File: config.mk
export PLATFORM = sky130hd
export DESIGN_NAME = wb_register_file_flat
export DESIGN_NICKNAME = d
export VERILOG_FILES = /design/src/rtl/wb_register_file_if.sv /design/src/rtl/wb_register_file.sv /design/src/flat_wrapper.sv
export SDC_FILE = /design/constraint.sdc
export NUM_CORES = 2
export LEC_CHECK = 0
export ABC_AREA = 0
export CAP_MARGIN = 20
export CORE_AREA = 2 2 361 363
export DETAILED_ROUTE_END_ITERATION = 7
export DIE_AREA = 0 0 363 365
export HOLD_SLACK_MARGIN = 0.08
export PLACE_DENSITY = 0.64
export SETUP_SLACK_MARGIN = 0.15
export SYNTH_ARGS = -nofsm -noshare
export SYNTH_HDL_FRONTEND = slang
export SYNTH_SLANG_ARGS = --single-unit
File: constraint.sdc
create_clock -name clk -period 5.4 [get_ports clk]
set_input_delay 1.08 -clock clk [delete_from_list [all_inputs] [get_ports clk]]
set_output_delay 1.08 -clock clk [all_outputs]
set_load 0.01 [all_outputs]
File: src/rtl/wb_register_file_if.sv
// Write-back to register-file bus: one retiring write plus decode and debug reads.
// Handshake: wb_we acts as a valid with no ready; the register file always accepts the write on the clock edge where wb_we=1.
interface wb_register_file_if #(
  parameter int DATA_W = 32,
  parameter int ADDR_W = 5
);
  logic              wb_we;
  logic [ADDR_W-1:0] wb_rd;
  logic [DATA_W-1:0] wb_result;
  logic [ADDR_W-1:0] id_rs1;
  logic [ADDR_W-1:0] id_rs2;
  logic [DATA_W-1:0] id_rd1;
  logic [DATA_W-1:0] id_rd2;
  logic [ADDR_W-1:0] dbg_addr;
  logic [DATA_W-1:0] dbg_data;
  logic [15:0]       wr_count;

  modport master (
    output wb_we, wb_rd, wb_result, id_rs1, id_rs2, dbg_addr,
    input  id_rd1, id_rd2, dbg_data, wr_count
  );

  modport slave (
    input  wb_we, wb_rd, wb_result, id_rs1, id_rs2, dbg_addr,
    output id_rd1, id_rd2, dbg_data, wr_count
  );
endinterface

File: src/rtl/wb_register_file.sv
// Architectural integer register file: flop array, x0 hardwired to zero, optional
// write-through bypass on the two decode read ports, debug read and saturating write counter.
module wb_register_file #(
    parameter int DATA_W = 32,
    parameter int ADDR_W = 5,
    parameter bit BYPASS = 1'b1
) (
    input logic               clk,
    input logic               rst_n,
    wb_register_file_if.slave bus
);
    localparam int DEPTH = 2 ** ADDR_W;

    logic [DATA_W-1:0] mem [DEPTH];
    logic [15:0]       wr_count_q;
    logic              wr_commit;

    // Writes to x0 are dropped here so they never touch storage or the counter.
    assign wr_commit = bus.wb_we && (bus.wb_rd != '0);

    always_ff @(posedge clk or negedge rst_n) begin
        if (!rst_n) begin
            for (int i = 0; i < DEPTH; i++) begin
                mem[i] <= '0;
            end
        end else if (wr_commit) begin
            mem[bus.wb_rd] <= bus.wb_result;
        end
    end

    always_ff @(posedge clk or negedge rst_n) begin
        if (!rst_n) begin
            wr_count_q <= '0;
        end else if (wr_commit && (wr_count_q != 16'hFFFF)) begin
            wr_count_q <= wr_count_q + 16'd1;
        end
    end

    // Bypass only on commit, so an x0 write can never leak onto a read of index 0.
    always_comb begin
        bus.id_rd1 = '0;
        bus.id_rd2 = '0;
        if (bus.id_rs1 != '0) begin
            if (BYPASS && wr_commit && (bus.wb_rd == bus.id_rs1)) begin
                bus.id_rd1 = bus.wb_result;
            end else begin
                bus.id_rd1 = mem[bus.id_rs1];
            end
        end
        if (bus.id_rs2 != '0) begin
            if (BYPASS && wr_commit && (bus.wb_rd == bus.id_rs2)) begin
                bus.id_rd2 = bus.wb_result;
            end else begin
                bus.id_rd2 = mem[bus.id_rs2];
            end
        end
    end

    always_comb begin
        bus.dbg_data = '0;
        if (bus.dbg_addr != '0) begin
            bus.dbg_data = mem[bus.dbg_addr];
        end
    end

    assign bus.wr_count = wr_count_q;
endmodule
File: src/flat_wrapper.sv
// flat-port wrapper written by rule: the top's interface ports become plain ports
module wb_register_file_flat 
#(
    parameter int DATA_W = 32,
    parameter int ADDR_W = 5,
    parameter bit BYPASS = 1'b1
)
  (clk, rst_n, bus_wb_we, bus_wb_rd, bus_wb_result, bus_id_rs1, bus_id_rs2, bus_dbg_addr, bus_id_rd1, bus_id_rd2, bus_dbg_data, bus_wr_count);
  wb_register_file_if #(.DATA_W(DATA_W), .ADDR_W(ADDR_W)) bus_i ();
  input logic clk;
  input logic rst_n;
  input wire logic [$bits(bus_i.wb_we)-1:0] bus_wb_we;
  input wire logic [$bits(bus_i.wb_rd)-1:0] bus_wb_rd;
  input wire logic [$bits(bus_i.wb_result)-1:0] bus_wb_result;
  input wire logic [$bits(bus_i.id_rs1)-1:0] bus_id_rs1;
  input wire logic [$bits(bus_i.id_rs2)-1:0] bus_id_rs2;
  input wire logic [$bits(bus_i.dbg_addr)-1:0] bus_dbg_addr;
  output wire logic [$bits(bus_i.id_rd1)-1:0] bus_id_rd1;
  output wire logic [$bits(bus_i.id_rd2)-1:0] bus_id_rd2;
  output wire logic [$bits(bus_i.dbg_data)-1:0] bus_dbg_data;
  output wire logic [$bits(bus_i.wr_count)-1:0] bus_wr_count;
  assign bus_i.wb_we = bus_wb_we;
  assign bus_i.wb_rd = bus_wb_rd;
  assign bus_i.wb_result = bus_wb_result;
  assign bus_i.id_rs1 = bus_id_rs1;
  assign bus_i.id_rs2 = bus_id_rs2;
  assign bus_i.dbg_addr = bus_dbg_addr;
  assign bus_id_rd1 = bus_i.id_rd1;
  assign bus_id_rd2 = bus_i.id_rd2;
  assign bus_dbg_data = bus_i.dbg_data;
  assign bus_wr_count = bus_i.wr_count;
  wb_register_file #(.DATA_W(DATA_W), .ADDR_W(ADDR_W), .BYPASS(BYPASS)) u_core (.clk(clk), .rst_n(rst_n), .bus(bus_i));
endmodule
---- Yosys cells after proc, flatten, opt, wreduce, memory -nomap -nowiden ----
Index checks and enable logic that the tools add are counted.
W data, S select, Z words.
storage, ports and cells
  RAM bits ................................ 0
  memories kept ........................... 0
  logic and storage cells ................. 72
  output and inout port bits .............. 112
  input port bits ......................... 55
  bits in read-only memories .............. 0
  latch bits .............................. 0
  register bits ........................... 1040
cells by class
  divide/modulo/power cells ............... 0
  bitwise logic cells ..................... 4
  equality and inequality tests ........... 3
  add/subtract/negate cells ............... 1
  shift operators ......................... 0
  $mul .................................... 0
  multiplexer cells ....................... 17
  reductions and logical operators ........ 9
  $lt $le $gt $ge ......................... 5
operator list
  operator                 count
  $bwmux W1024             1
  $bmux W32 S5             3
  $mux W32                 12
  $demux W32 S5            1
  $ge A6 B6 Y1 const B     4
  $not A5 Y6               4
  $reduce_bool A5 Y1       4
  $add A16 B1 Y16 const B  1
  $ne A16 B16 Y1 const B   1
  $eq A5 B5 Y1             2
  $lt A6 B1 Y1 const B     1
  $logic_and A1 B1 Y1      5

---- Depth between registers and ports, before layout ----
  depth in word-level cells ............... 6
  depth in mapped cells ................... 11
  depth with buffers taken out ............ 7

---- Worst setup path before layout ----
No wires, ideal clock.
  kind .................................... input to output
  from .................................... input port bus_dbg_addr[0]
  to ...................................... output port bus_dbg_data[10]
  stages on the path ...................... 7
  data arrival time ....................... 2.966 ns
  data required time ...................... 4.320 ns
  buffers on the path ..................... 3
  setup slack ............................. 1.354 ns
  path through ............................ clkbuf_1 > clkbuf_1 > buf_2 > mux4_2 > mux4_2 > mux2i_1 > nor2_1
on the way
  longest elaborated chain between the ends .. 5
  elaborated cells on any way between the ends .. 6
ends and longest elaborated chain
  item                                          RTL line                RTL
  start: declaration                            flat_wrapper.sv:17      input wire logic [$bits(bus_i.dbg_addr)-1:0] bus_dbg_addr;
  $not A5 Y6 (implied by the code)              wb_register_file.sv:62  bus.dbg_data = mem[bus.dbg_addr];
  $bmux W32 S5                                  wb_register_file.sv:62
  $mux W32 (implied by the code) (2 in series)  wb_register_file.sv:62
  $mux W32 *                                    wb_register_file.sv:61  if (bus.dbg_addr != '0) begin
  end: declaration                              flat_wrapper.sv:20      output wire logic [$bits(bus_i.dbg_data)-1:0] bus_dbg_data;
Every way passes the cells marked *; elsewhere a longest branch is shown, timed or not. The select of a mux whose other input is x is not followed.

---- Worst setup path in the final report ----
  from .................................... input port bus_wb_rd[2]
  to ...................................... output port bus_id_rd2[9]
on the way
  longest elaborated chain between the ends .. 5
  elaborated cells on any way between the ends .. 6
ends and longest elaborated chain
  item                   RTL line                RTL
  start: declaration     flat_wrapper.sv:13      input wire logic [$bits(bus_i.wb_rd)-1:0] bus_wb_rd;
  $reduce_bool A5 Y1     wb_register_file.sv:19  assign wr_commit = bus.wb_we && (bus.wb_rd != '0);
  $logic_and A1 B1 Y1    wb_register_file.sv:19
  $logic_and A1 B1 Y1 *  wb_register_file.sv:51  if (BYPASS && wr_commit && (bus.wb_rd == bus.id_rs2)) begin
  $mux W32 *             wb_register_file.sv:51
  $mux W32 *             wb_register_file.sv:50  if (bus.id_rs2 != '0) begin
  end: declaration       flat_wrapper.sv:19      output wire logic [$bits(bus_i.id_rd2)-1:0] bus_id_rd2;
Every way passes the cells marked *; elsewhere a longest branch is shown, timed or not.

==> metrics.md <==
| Metric | Value |
|---|---|
| I/O pin cnt | `167` |
| Clk sinks | `1040` |
| Bufs on Longest Clock Path | `3` |
| Layout Skew | `0.00572 ns` |
| Area grow syn2layout | `13.9%` |
| Ys Warns | `0` |
| Worst Reg-to-Reg Cells | `6` |
| Tmin final | `5.21 ns` |
| Worst-skew pair later-pin latency | `0.74 ns` |
| Fin nets | `4393` |
| Static Leakage | `30.5 nW` |
| Most frequent cells in the layout | `dfrtp_1, mux2_2, mux4_2, mux2i_1, buf_4` |
| Detailed-route via count | `44187` |
| Post-Synthesis Cells | `4281` |
| Mapped Nets | `4337` |
| Pins Over Slew Limit | `0` |
| Slowest-stage cell, CP | `clkdlybuf4s50_1` |
| DRT Wirelength | `222000 um` |
| Relative slew slack | `20.1%` |
| Crit path kind | `input pin to output pin` |
| Global route total overflow | `0` |
| Dpl cell area | `0.0687 mm^2` |
| Final Hold Viols | `0` |
| Critical path startpoint category | `input pin` |
| Sequential area share after synthesis | `40.6%` |
| Starting DRT DRC Count | `5556` |
| R2R setup slack | `3.17 ns` |
| Max IR drop VDD | `0.272 mV` |
| Gpl congestion | `0.875` |
| CTS Root Cell | `clkbuf_16` |
| Post-Syn Area | `0.0641 mm^2` |
| Final setup vio count | `0` |
| Clock transition at path regs | `0.06 ns` |
| Core box area | `0.129 mm^2` |
| CTS tree | `built` |
| CP bufs+invs | `3` |
| RR Endpoint | `u_core.bus.wr_count[15]` |
| Required time of the worst setup path | `4.32 ns` |
| Final Non-Filler Cells | `6111` |
| Cell Chain, Critical Path | `clkdlybuf4s50_1 > xor2_1 > nor4_4 > and3_2 > buf_4 > nand2_1 > o21ai_1 > clkdlybuf4s50_1` |
| Antenna Violating Nets Remaining | `0` |
| Highest Clock Rate | `0.192 GHz` |
| Most common cell after layout, fill and taps aside | `dfrtp_1` |
| Worst reg2reg startpoint | `u_core.bus.wr_count[8]` |
| CP Capture Type | `output pin` |
| Max incr delay on CP | `0.64 ns` |
| DRC viols | `0` |
| Port-buffer cells | `166` |
| MaxCap Viol Count | `0` |
| Drt first pass iters | `6` |
| Die W | `363 um` |
| Largest net degree at the start of global routing | `158` |
| Arrival time worst endpoint | `4.13 ns` |
| Synth Flop Type | `dfrtp_1` |
| H-tree depth | `3` |
| Fraction of layout cells with a size suffix above 1 | `50.2%` |
| Die area | `0.132 mm^2` |
| WHS | `0.360 ns` |
| Starting density of the core | `49.8%` |
| Post-CTS Setup Repair Bufs | `0` |
| Hold WC Path Type | `input pin to async pin` |
| Worst-margin pin slew | `1.20 ns` |
| Setup repair after global routing missed its margin | `yes` |
| Hpwl dp | `136000 um` |
| Fraction of registers with async set/reset | `100%` |
| Family with the most delay on the worst path | `buffers and inverters` |
| Fill count | `10221` |
| CP most frequent cell | `clkdlybuf4s50_1` |
| Crit share post-route | `96.5%` |
| Vias in the first global route | `43865` |
| Synthesized area per cell | `15.0 um^2` |
| Status | `finished, final reports clean` |
| Die Ht | `365 um` |
| Placed cell count | `5893` |
| Pwr/cell area | `357 mW/mm^2` |
| All-Layer GR Usage | `33.8%` |
| CTS buffer count | `117` |
| Worst-path fanout max | `15` |
| EDFF count, synth | `0` |
| First-pass GRT wire length | `322000 um` |
| Row cnt | `132` |
| Synth cell types | `55` |
| Avg WL per Cell | `36.2 um` |
| Vias per cell | `7.23` |
| FF+latch count, synth | `1040` |
| Antenna violations before repair | `5` |
| Post-route design area | `0.0729 mm^2` |
==> per-layer routing <==
layer	GRT usage, %	wire [um]
met2	50.4	100000
met4	12.7	9120
met1	49.5	89500
met5	0	41
met3	6.31	22800
==> through the flow <==
stage	setup slack, ns	utilization [%]	setup TNS, ns	power, mW
2_1_floorplan	1.35	-	0	15.1
6_report	0.187	56.7	0	26.0
3_5_place_dp	-0.227	53.4	-0.807	17.4
5_1_grt	0.139	56.7	0	27.1
4_1_cts	0.189	56.7	0	26.1
3_3_place_gp	-0.0846	53.4	-0.201	17.2
==> cell families (layout without fill, tap and decap cells) <==
family / count (synthesis) / after routing / share of synthesized area [%]
AND/OR/NAND/NOR: 341 / 341 / 2.39
adder cells (fa/ha/maj): 1 / 1 / 0.0195
buffers and inverters: 518 / 672 / 3.79
AO/OA/AOI/OAI: 335 / 335 / 3.67
other: 0 / 1 / 0
XOR/XNOR: 25 / 25 / 0.342
multiplexers: 2021 / 2021 / 49.2
flip-flops: 1040 / 1040 / 40.6
==> how the worst max path moves through the flow <==
stage / from / slack [ns] / cells past startpoint / endpoint
floorplan: bus_dbg_addr[0] / 1.35 / 7 / bus_dbg_data[10]
global placement: bus_wb_rd[2] / -0.08 / 8 / bus_id_rd2[23]
detailed placement: bus_wb_rd[2] / -0.23 / 8 / bus_id_rd2[23]
CTS: bus_wb_rd[2] / 0.19 / 8 / bus_id_rd1[27]
global route: bus_wb_rd[2] / 0.14 / 8 / bus_id_rd2[9]
finish: bus_wb_rd[2] / 0.19 / 8 / bus_id_rd2[9]
==> worst register-to-register path, stage by stage (launching register included) <==
cell and delay [ns]:
dfrtp_1 0.43, and4_1 0.27, and4_1 0.24, a21oi_1 0.43, and4_1 0.43, nand4_1 0.16, xnor2_1 0.15
==> cell usage after synthesis, types with 17 or more instances <==
cell type	count	share of area (%)
buf_1	62	0.36
a211oi_1	35	0.41
o21ai_0	20	0.16
mux2i_1	228	3.6
a221oi_1	62	0.85
clkbuf_1	282	1.7
mux2_1	113	2.0
nor2b_1	22	0.21
a21oi_1	53	0.41
and2_1	17	0.17
mux2_2	880	15
a221o_1	24	0.38
buf_6	32	0.56
o21ai_1	60	0.47
nand2_1	122	0.71
nor2_1	111	0.65
buf_2	115	0.90
nand3_1	23	0.18
a22oi_1	38	0.45
mux4_2	800	28
dfrtp_1	1040	41
==> cell type report <==
type                            count  area (um^2)  share of cell area [%]
Multi-Input combinational cell   2723        35900                    49.3
Sequential cell                  1040        26000                    35.7
Timing Repair Buffer              447         4700                    6.44
Clock buffer                      171         3470                    4.76
Tap cell                         1675         2100                    2.87
Clock inverter                     46          681                   0.933
Inverter                            8         35.0                  0.0480
Antenna cell                        1         2.50                 0.00343
==> power breakdown <==
| group | total (mW) | internal [mW] | switching [mW] |
|---|---|---|---|
| logic | 6.61 | 4.02 | 2.60 |
| registers | 10.7 | 9.29 | 1.45 |
| clock network | 8.70 | 5.24 | 3.46 |
| total | 26.0 | 18.5 | 7.50 |
==> sequential cells by signal (all words and copies together) (netlist names) <==
signal / flops
u_core.bus.wr_count: 16
u_core.mem: 1024
==> repair_timing <==
action,4_1_cts,5_1_grt
endpoints found under the setup margin,14,11
gates cloned,0,0
pin swaps,0,0
gates resized for setup,5,3
hold buffers,0,0
hold endpoints to repair,0,0
(Power assumes the default switching activity.)
